$ cat config.mk
export PLATFORM = sky130hd
export DESIGN_NAME = sram_bus_arbiter
export DESIGN_NICKNAME = d
export VERILOG_FILES = /design/src/rtl/sram_bus_arbiter_pkg.sv /design/src/rtl/sram_bus_arbiter_order_fifo.sv /design/src/rtl/sram_bus_arbiter.sv
export SDC_FILE = /design/constraint.sdc
export NUM_CORES = 1
export LEC_CHECK = 0
export CORE_ASPECT_RATIO = 0.7
export CORE_MARGIN = 3
export CORE_UTILIZATION = 44
export DETAILED_ROUTE_END_ITERATION = 7
export GPL_TIMING_DRIVEN = 0
export PLACE_DENSITY = 0.93
export SLEW_MARGIN = 15
export SYNTH_ARGS = -nofsm -noshare
export SYNTH_HDL_FRONTEND = slang
export SYNTH_HIERARCHICAL = 1
export SYNTH_SLANG_ARGS = --single-unit
$ cat constraint.sdc
create_clock -name clk -period 5.9 [get_ports clk]
set_input_delay 0.59 -clock clk [delete_from_list [all_inputs] [get_ports clk]]
set_output_delay 0.59 -clock clk [all_outputs]
set_load 0.01 [all_outputs]
$ cat src/rtl/sram_bus_arbiter_pkg.sv
// Shared definitions for the SRAM bus arbiter: owner ids, order-FIFO entry layout
// and transfer size encodings.
package sram_bus_arbiter_pkg;

    localparam logic OWN_INST = 1'b0;
    localparam logic OWN_DATA = 1'b1;

    typedef enum logic [1:0] {
        SIZE_BYTE = 2'd0,
        SIZE_HALF = 2'd1,
        SIZE_WORD = 2'd2
    } size_e;

    // One order-FIFO entry: who issued the request and whether its response is stale.
    typedef struct packed {
        logic owner;
        logic cancel;
    } arb_ent_t;

endpackage

$ cat src/rtl/sram_bus_arbiter_order_fifo.sv
// In-order owner FIFO for accepted-but-unanswered requests; a flush marks every
// queued instruction entry as cancelled so its response is later dropped.
module sram_bus_arbiter_order_fifo
    import sram_bus_arbiter_pkg::*;
#(
    parameter int DEPTH = 4
) (
    input  logic     clk,
    input  logic     reset,
    input  logic     push_i,
    input  arb_ent_t push_ent_i,
    input  logic     pop_i,
    input  logic     flush_cancel_i,
    output arb_ent_t head_o,
    output logic     full_o,
    output logic     empty_o
);

    localparam int AW = $clog2(DEPTH);
    localparam int PW = AW + 1;

    arb_ent_t      ent_q [DEPTH];
    logic [PW-1:0] wr_q;
    logic [PW-1:0] rd_q;

    // Extra pointer MSB distinguishes full from empty when the indices match.
    assign empty_o = (wr_q == rd_q);
    assign full_o  = (wr_q[PW-1] != rd_q[PW-1]) && (wr_q[AW-1:0] == rd_q[AW-1:0]);
    assign head_o  = ent_q[rd_q[AW-1:0]];

    always_ff @(posedge clk) begin
        if (reset) begin
            wr_q <= '0;
            rd_q <= '0;
        end else begin
            if (push_i && !full_o) wr_q <= wr_q + PW'(1);
            if (pop_i && !empty_o) rd_q <= rd_q + PW'(1);
        end
    end

    always_ff @(posedge clk) begin
        for (int i = 0; i < DEPTH; i++) begin
            if (flush_cancel_i && ent_q[i].owner == OWN_INST) ent_q[i].cancel <= 1'b1;
        end
        if (push_i && !full_o) ent_q[wr_q[AW-1:0]] <= push_ent_i;
    end

endmodule

$ cat src/rtl/sram_bus_arbiter.sv
// Shares one SRAM-like port between the IF and MEM requesters and steers in-order responses.
// Build option: define ARB_RR_EN for round-robin arbitration (default: fixed data priority).
module sram_bus_arbiter
    import sram_bus_arbiter_pkg::*;
#(
    parameter int OUTS_DEPTH = 4,
    parameter int ADDR_W     = 32,
    parameter int DATA_W     = 32
) (
    input  logic              clk,
    input  logic              reset,
    input  logic              flush,
    input  logic              inst_req,
    input  logic [1:0]        inst_size,
    input  logic [ADDR_W-1:0] inst_addr,
    output logic              inst_addr_ok,
    output logic              inst_data_ok,
    output logic [DATA_W-1:0] inst_rdata,
    input  logic              data_req,
    input  logic              data_wr,
    input  logic [1:0]        data_size,
    input  logic [ADDR_W-1:0] data_addr,
    input  logic [DATA_W-1:0] data_wdata,
    output logic              data_addr_ok,
    output logic              data_data_ok,
    output logic [DATA_W-1:0] data_rdata,
    output logic              mem_req,
    output logic              mem_wr,
    output logic [1:0]        mem_size,
    output logic [ADDR_W-1:0] mem_addr,
    output logic [DATA_W-1:0] mem_wdata,
    input  logic              mem_addr_ok,
    input  logic              mem_data_ok,
    input  logic [DATA_W-1:0] mem_rdata,
    output logic              busy
);

    logic              lock_q, lock_d;
    logic              lk_owner_q, lk_owner_d;
    logic              lk_wr_q, lk_wr_d;
    size_e             lk_size_q, lk_size_d;
    logic [ADDR_W-1:0] lk_addr_q, lk_addr_d;
    logic [DATA_W-1:0] lk_wdata_q, lk_wdata_d;
    logic              lk_cancel_q, lk_cancel_d;

    logic     fifo_full, fifo_empty;
    arb_ent_t head, push_ent;
    logic     owner_free, owner, accept, push_cancel, pop;

`ifdef ARB_RR_EN
    logic last_q, last_d;

    always_comb begin
        owner_free = data_req ? OWN_DATA : OWN_INST;
        if (inst_req && data_req) owner_free = ~last_q;
    end

    always_comb begin
        last_d = last_q;
        if (accept) last_d = owner;
    end

    always_ff @(posedge clk) begin
        if (reset) last_q <= OWN_INST;
        else       last_q <= last_d;
    end
`else
    // Data wins every tie so a stalled MEM stage can never be starved by fetch.
    assign owner_free = data_req ? OWN_DATA : OWN_INST;
`endif

    always_comb begin
        owner   = lock_q ? lk_owner_q : owner_free;
        mem_req = !reset && !fifo_full && (lock_q || inst_req || data_req);

        mem_wr    = 1'b0;
        mem_size  = 2'd0;
        mem_addr  = '0;
        mem_wdata = '0;
        if (mem_req) begin
            if (lock_q) begin
                mem_wr    = lk_wr_q;
                mem_size  = lk_size_q;
                mem_addr  = lk_addr_q;
                mem_wdata = lk_wdata_q;
            end else if (owner == OWN_DATA) begin
                mem_wr    = data_wr;
                mem_size  = data_size;
                mem_addr  = data_addr;
                mem_wdata = data_wdata;
            end else begin
                mem_size  = inst_size;
                mem_addr  = inst_addr;
            end
        end

        accept      = mem_req && mem_addr_ok;
        push_cancel = (owner == OWN_INST) && (flush || lk_cancel_q);
        push_ent.owner  = owner;
        push_ent.cancel = push_cancel;

        inst_addr_ok = accept && (owner == OWN_INST) && !push_cancel;
        data_addr_ok = accept && (owner == OWN_DATA);

        pop          = !reset && mem_data_ok && !fifo_empty;
        data_data_ok = pop && (head.owner == OWN_DATA);
        inst_data_ok = pop && (head.owner == OWN_INST) && !head.cancel && !flush;

        busy       = !reset && (!fifo_empty || lock_q);
        inst_rdata = mem_rdata;
        data_rdata = mem_rdata;
    end

    always_comb begin
        lock_d      = lock_q;
        lk_owner_d  = lk_owner_q;
        lk_wr_d     = lk_wr_q;
        lk_size_d   = lk_size_q;
        lk_addr_d   = lk_addr_q;
        lk_wdata_d  = lk_wdata_q;
        lk_cancel_d = lk_cancel_q;
        if (accept) begin
            lock_d      = 1'b0;
            lk_cancel_d = 1'b0;
        end else if (mem_req) begin
            lock_d = 1'b1;
            if (!lock_q) begin
                lk_owner_d  = owner;
                lk_wr_d     = mem_wr;
                lk_size_d   = size_e'(mem_size);
                lk_addr_d   = mem_addr;
                lk_wdata_d  = mem_wdata;
                lk_cancel_d = flush && (owner == OWN_INST);
            end else begin
                lk_cancel_d = lk_cancel_q || (flush && lk_owner_q == OWN_INST);
            end
        end
    end

    always_ff @(posedge clk) begin
        if (reset) begin
            lock_q      <= 1'b0;
            lk_owner_q  <= OWN_INST;
            lk_wr_q     <= 1'b0;
            lk_size_q   <= SIZE_BYTE;
            lk_addr_q   <= '0;
            lk_wdata_q  <= '0;
            lk_cancel_q <= 1'b0;
        end else begin
            lock_q      <= lock_d;
            lk_owner_q  <= lk_owner_d;
            lk_wr_q     <= lk_wr_d;
            lk_size_q   <= lk_size_d;
            lk_addr_q   <= lk_addr_d;
            lk_wdata_q  <= lk_wdata_d;
            lk_cancel_q <= lk_cancel_d;
        end
    end

    sram_bus_arbiter_order_fifo #(
        .DEPTH (OUTS_DEPTH)
    ) u_order_fifo (
        .clk            (clk),
        .reset          (reset),
        .push_i         (accept),
        .push_ent_i     (push_ent),
        .pop_i          (pop),
        .flush_cancel_i (flush && !reset),
        .head_o         (head),
        .full_o         (fifo_full),
        .empty_o        (fifo_empty)
    );

    // A response with nothing outstanding means the memory side broke protocol.
    a_no_orphan_rsp: assert property (@(posedge clk) disable iff (reset) !(mem_data_ok && fifo_empty));

endmodule

==> flow_summary.ini <==
[sta]
relSlewSlack = 0.393
hold_viol_final = 0
fin_setup_tns_ps = 0
worst_pin_slew_ps = 908
post-route-min-period_ps = 3860
fmax_ghz = 0.259
fin_skew_ps = 8.86
drv_slew = 0
finalSetupViolations = 0
post-route-period-util = 0.654
rsz0062_at_grt = false

[final_layout]
area_growth_pct = 53.9
fillers = 965
fin_cells = 1109
drive_gt1_frac = 0.159
final_nets = 1092
diodes = 0

[synth]
synthArstFlopShare = 0
synth_top_area_share = 0.301
avgSynthCellArea_um2 = 7.89
yosys.area.top_type = dfxtp_1
ys_seq_area_frac = 0.323
syn_inst = 692
synth_warnings = 6
synth_seq_cells = 86
synthTopCellsByCount = 145 x nand2_1, 82 x dfxtp_1, 76 x a21oi_1, 70 x nand3_1, 66 x buf_4
synthTopCellsByArea = dfxtp_1 30%, nand2_1 10%, buf_4 9.1%
syn-cell-area_um2 = 5460
synth_edf_count = 4
synth_cell_types = 46
syn-num-nets = 837
synth_ff_type = dfxtp_1
synth.most_common_cell = nand2_1

[setup_path]
r2r-end = u_order_fifo/ent_q[0][1]$_DFFE_PP_
path_max_fanout = 10
cp_data_arrival_time_ps = 3270
slowest_stage = clkdlybuf4s50_1
critPathBufInv = 4
cp.required_ps = 5310
slowest_delay_ps = 510
cp-start-kind = flip-flop
critPathKind = flip-flop to output pin
cp_top_family = buffers and inverters
worstReg2RegStart = u_order_fifo/rd_q[2]$_SDFFE_PP0P_
startpoint = u_order_fifo/wr_q[1]$_SDFFE_PP0P_
path_cells = buf_6 -> xnor2_2 -> nand2_1 -> nor2_1 -> nor2_1 -> nand2_1 -> buf_2 -> buf_2 -> a21oi_1 -> clkdlybuf4s50_1
cp-end-kind = output pin
rrSetupSlack_ps = 3100
r2r.worst_path.cells = 8

[power]
power_density_nw_per_um2 = 203
p_leak_uw = 0.00334
peakVddDrop_v = 0.000144

[clock_network]
cts_tree = yes
clk_pin_slew_ps = 70
cts_setup_buffers = 0
clk_path_buf_depth = 2
cts_root_buffer = clkbuf_16
postCtsResizedCells = 0
cts_buffers = 9
clock_sinks = 86
hold_buffers = 0
cts_htree_levels = 3
insertion_delay_ps = 330

[routing]
routed_via_density = 5.46
initialDrtViolationCount = 450
dr.pass1.iters = 5
route.vias.total = 6050
postRouteAntennaNets = 0
drc = 0
wl_per_cell_um = 16.8
drt-total-wl_um = 18700

[die]
design.die.area_um2 = 13800
coreArea_um2 = 11900
initial_core_util = 0.459
top_level_ports = 277
dieHeight_um = 99.2
rows = 33
die_w_um = 139

[min_path]
hold_depth = 1
hold_end = lk_addr_q[13]$_SDFFE_PP0P_
hold_path.class = flip-flop to flip-flop
min_from = lk_addr_q[13]$_SDFFE_PP0P_

[placement]
place_congestion = 0.860
io_buffer_count = 244
dp_hpwl_um = 14700
dp_cells = 1093

[global_route]
grt.overflow.total = 0
grt_pass1_wl_um = 29000
antenna_found_initial = 0
grt_max_degree = 15
grt_pass1_vias = 5656
grtUsageTotal = 0.255

[outcome]
status = finished, final reports clean

[run]
drv_cap = 0
-- layer usage --
metal / vias up / global-route usage / part of all wire
li1: 2873 / - / -
met5: - / 0 / 0
met2: 316 / 0.400 / 0.45
met3: 25 / 0.0533 / 0.087
met1: 2836 / 0.369 / 0.45
met4: 0 / 0.0466 / 0.013
-- worst register-to-register path, cell delays in order (launching register included) --
cell,delay (ps)
dfxtp_1,360
xnor2_1,510
nor2_1,260
nor2_1,260
nand3_1,170
inv_1,110
clkbuf_1,350
nand2_1,100
a31oi_1,340
-- layout make-up --
| cell class | count | area, um2 | area share |
|---|---|---|---|
| Sequential cell | 86 | 1760 | 0.210 |
| Clock buffer | 13 | 262 | 0.0311 |
| Clock inverter | 3 | 42.5 | 0.00506 |
| Multi-Input combinational cell | 467 | 2840 | 0.337 |
| Tap cell | 157 | 196 | 0.0234 |
| Inverter | 16 | 60.1 | 0.00715 |
| Buffer | 123 | 802 | 0.0955 |
| Timing Repair Buffer | 244 | 2440 | 0.291 |
-- where the power goes --
part | internal (uW) | total [uW] | switching, uW
sequential | 621 | 645 | 23.4
clock | 354 | 580 | 226
combinational | 264 | 484 | 220
total | 1240 | 1710 | 469
-- per-stage QoR --
step	setup slack, ps	area, um2	total power, uW	utilization	hold WS [ps]
detailed placement	2170	8100	1140	0.681	456
floorplan	3430	5460	898	-	442
global route	1800	8400	1770	0.707	488
CTS	2040	8400	1710	0.707	478
global placement	2250	8100	1130	0.681	456
finish	2040	8400	1710	0.707	476
-- cell families after synthesis --
logic type | Yosys count | share of synthesized area
AND/OR/NAND/NOR | 247 | 0.205
AO/OA/AOI/OAI | 169 | 0.202
buffers and inverters | 139 | 0.158
flip-flops | 86 | 0.323
multiplexers | 40 | 0.0857
XOR/XNOR | 6 | 0.0151
adder cells (fa/ha/maj) | 5 | 0.0115
-- worst max path at each step --
stage | slack (ps) | cells after the start | endpoint
6_report | 2040 | 10 | mem_wdata[15]
5_1_grt | 1800 | 10 | mem_wdata[20]
4_1_cts | 2040 | 10 | mem_wdata[15]
3_3_place_gp | 2250 | 5 | inst_data_ok
3_5_place_dp | 2170 | 5 | inst_data_ok
2_1_floorplan | 3430 | 9 | mem_req
-- sequential cells by signal (all words and copies together) (netlist names), named ones only --
signal	count
lk_addr_q	32
lk_wdata_q	32
u_order_fifo/ent_q	8
u_order_fifo/rd_q	3
u_order_fifo/wr_q	3
lk_size_q	2
lk_cancel_q	1
lk_owner_q	1
lk_wr_q	1
lock_q	1
-- cell usage in the layout, fill, tap and decap left out, types with 2 or more instances in the layout --
| cell type | n |
|---|---|
| nor2b_1 | 4 |
| mux2_2 | 34 |
| buf_4 | 66 |
| buf_2 | 20 |
| xnor2_2 | 2 |
| nand3_1 | 70 |
| buf_6 | 9 |
| nand2_1 | 145 |
| ha_1 | 5 |
| nor3b_1 | 5 |
| a21oi_1 | 76 |
| a22o_1 | 34 |
| a31oi_1 | 5 |
| clkbuf_16 | 10 |
| xor2_2 | 2 |
| nor2_1 | 6 |
| a41oi_1 | 3 |
| mux2i_1 | 4 |
| o21ai_0 | 7 |
| edfxtp_1 | 4 |
| o211ai_1 | 38 |
| inv_1 | 14 |
| mux4_2 | 2 |
| dfxtp_1 | 82 |
| nand4_1 | 6 |
| buf_1 | 3 |
| a211o_1 | 2 |
| clkdlybuf4s50_1 | 244 |
| clkbuf_1 | 28 |
Note: power is estimated with default switching activity, not from simulation.
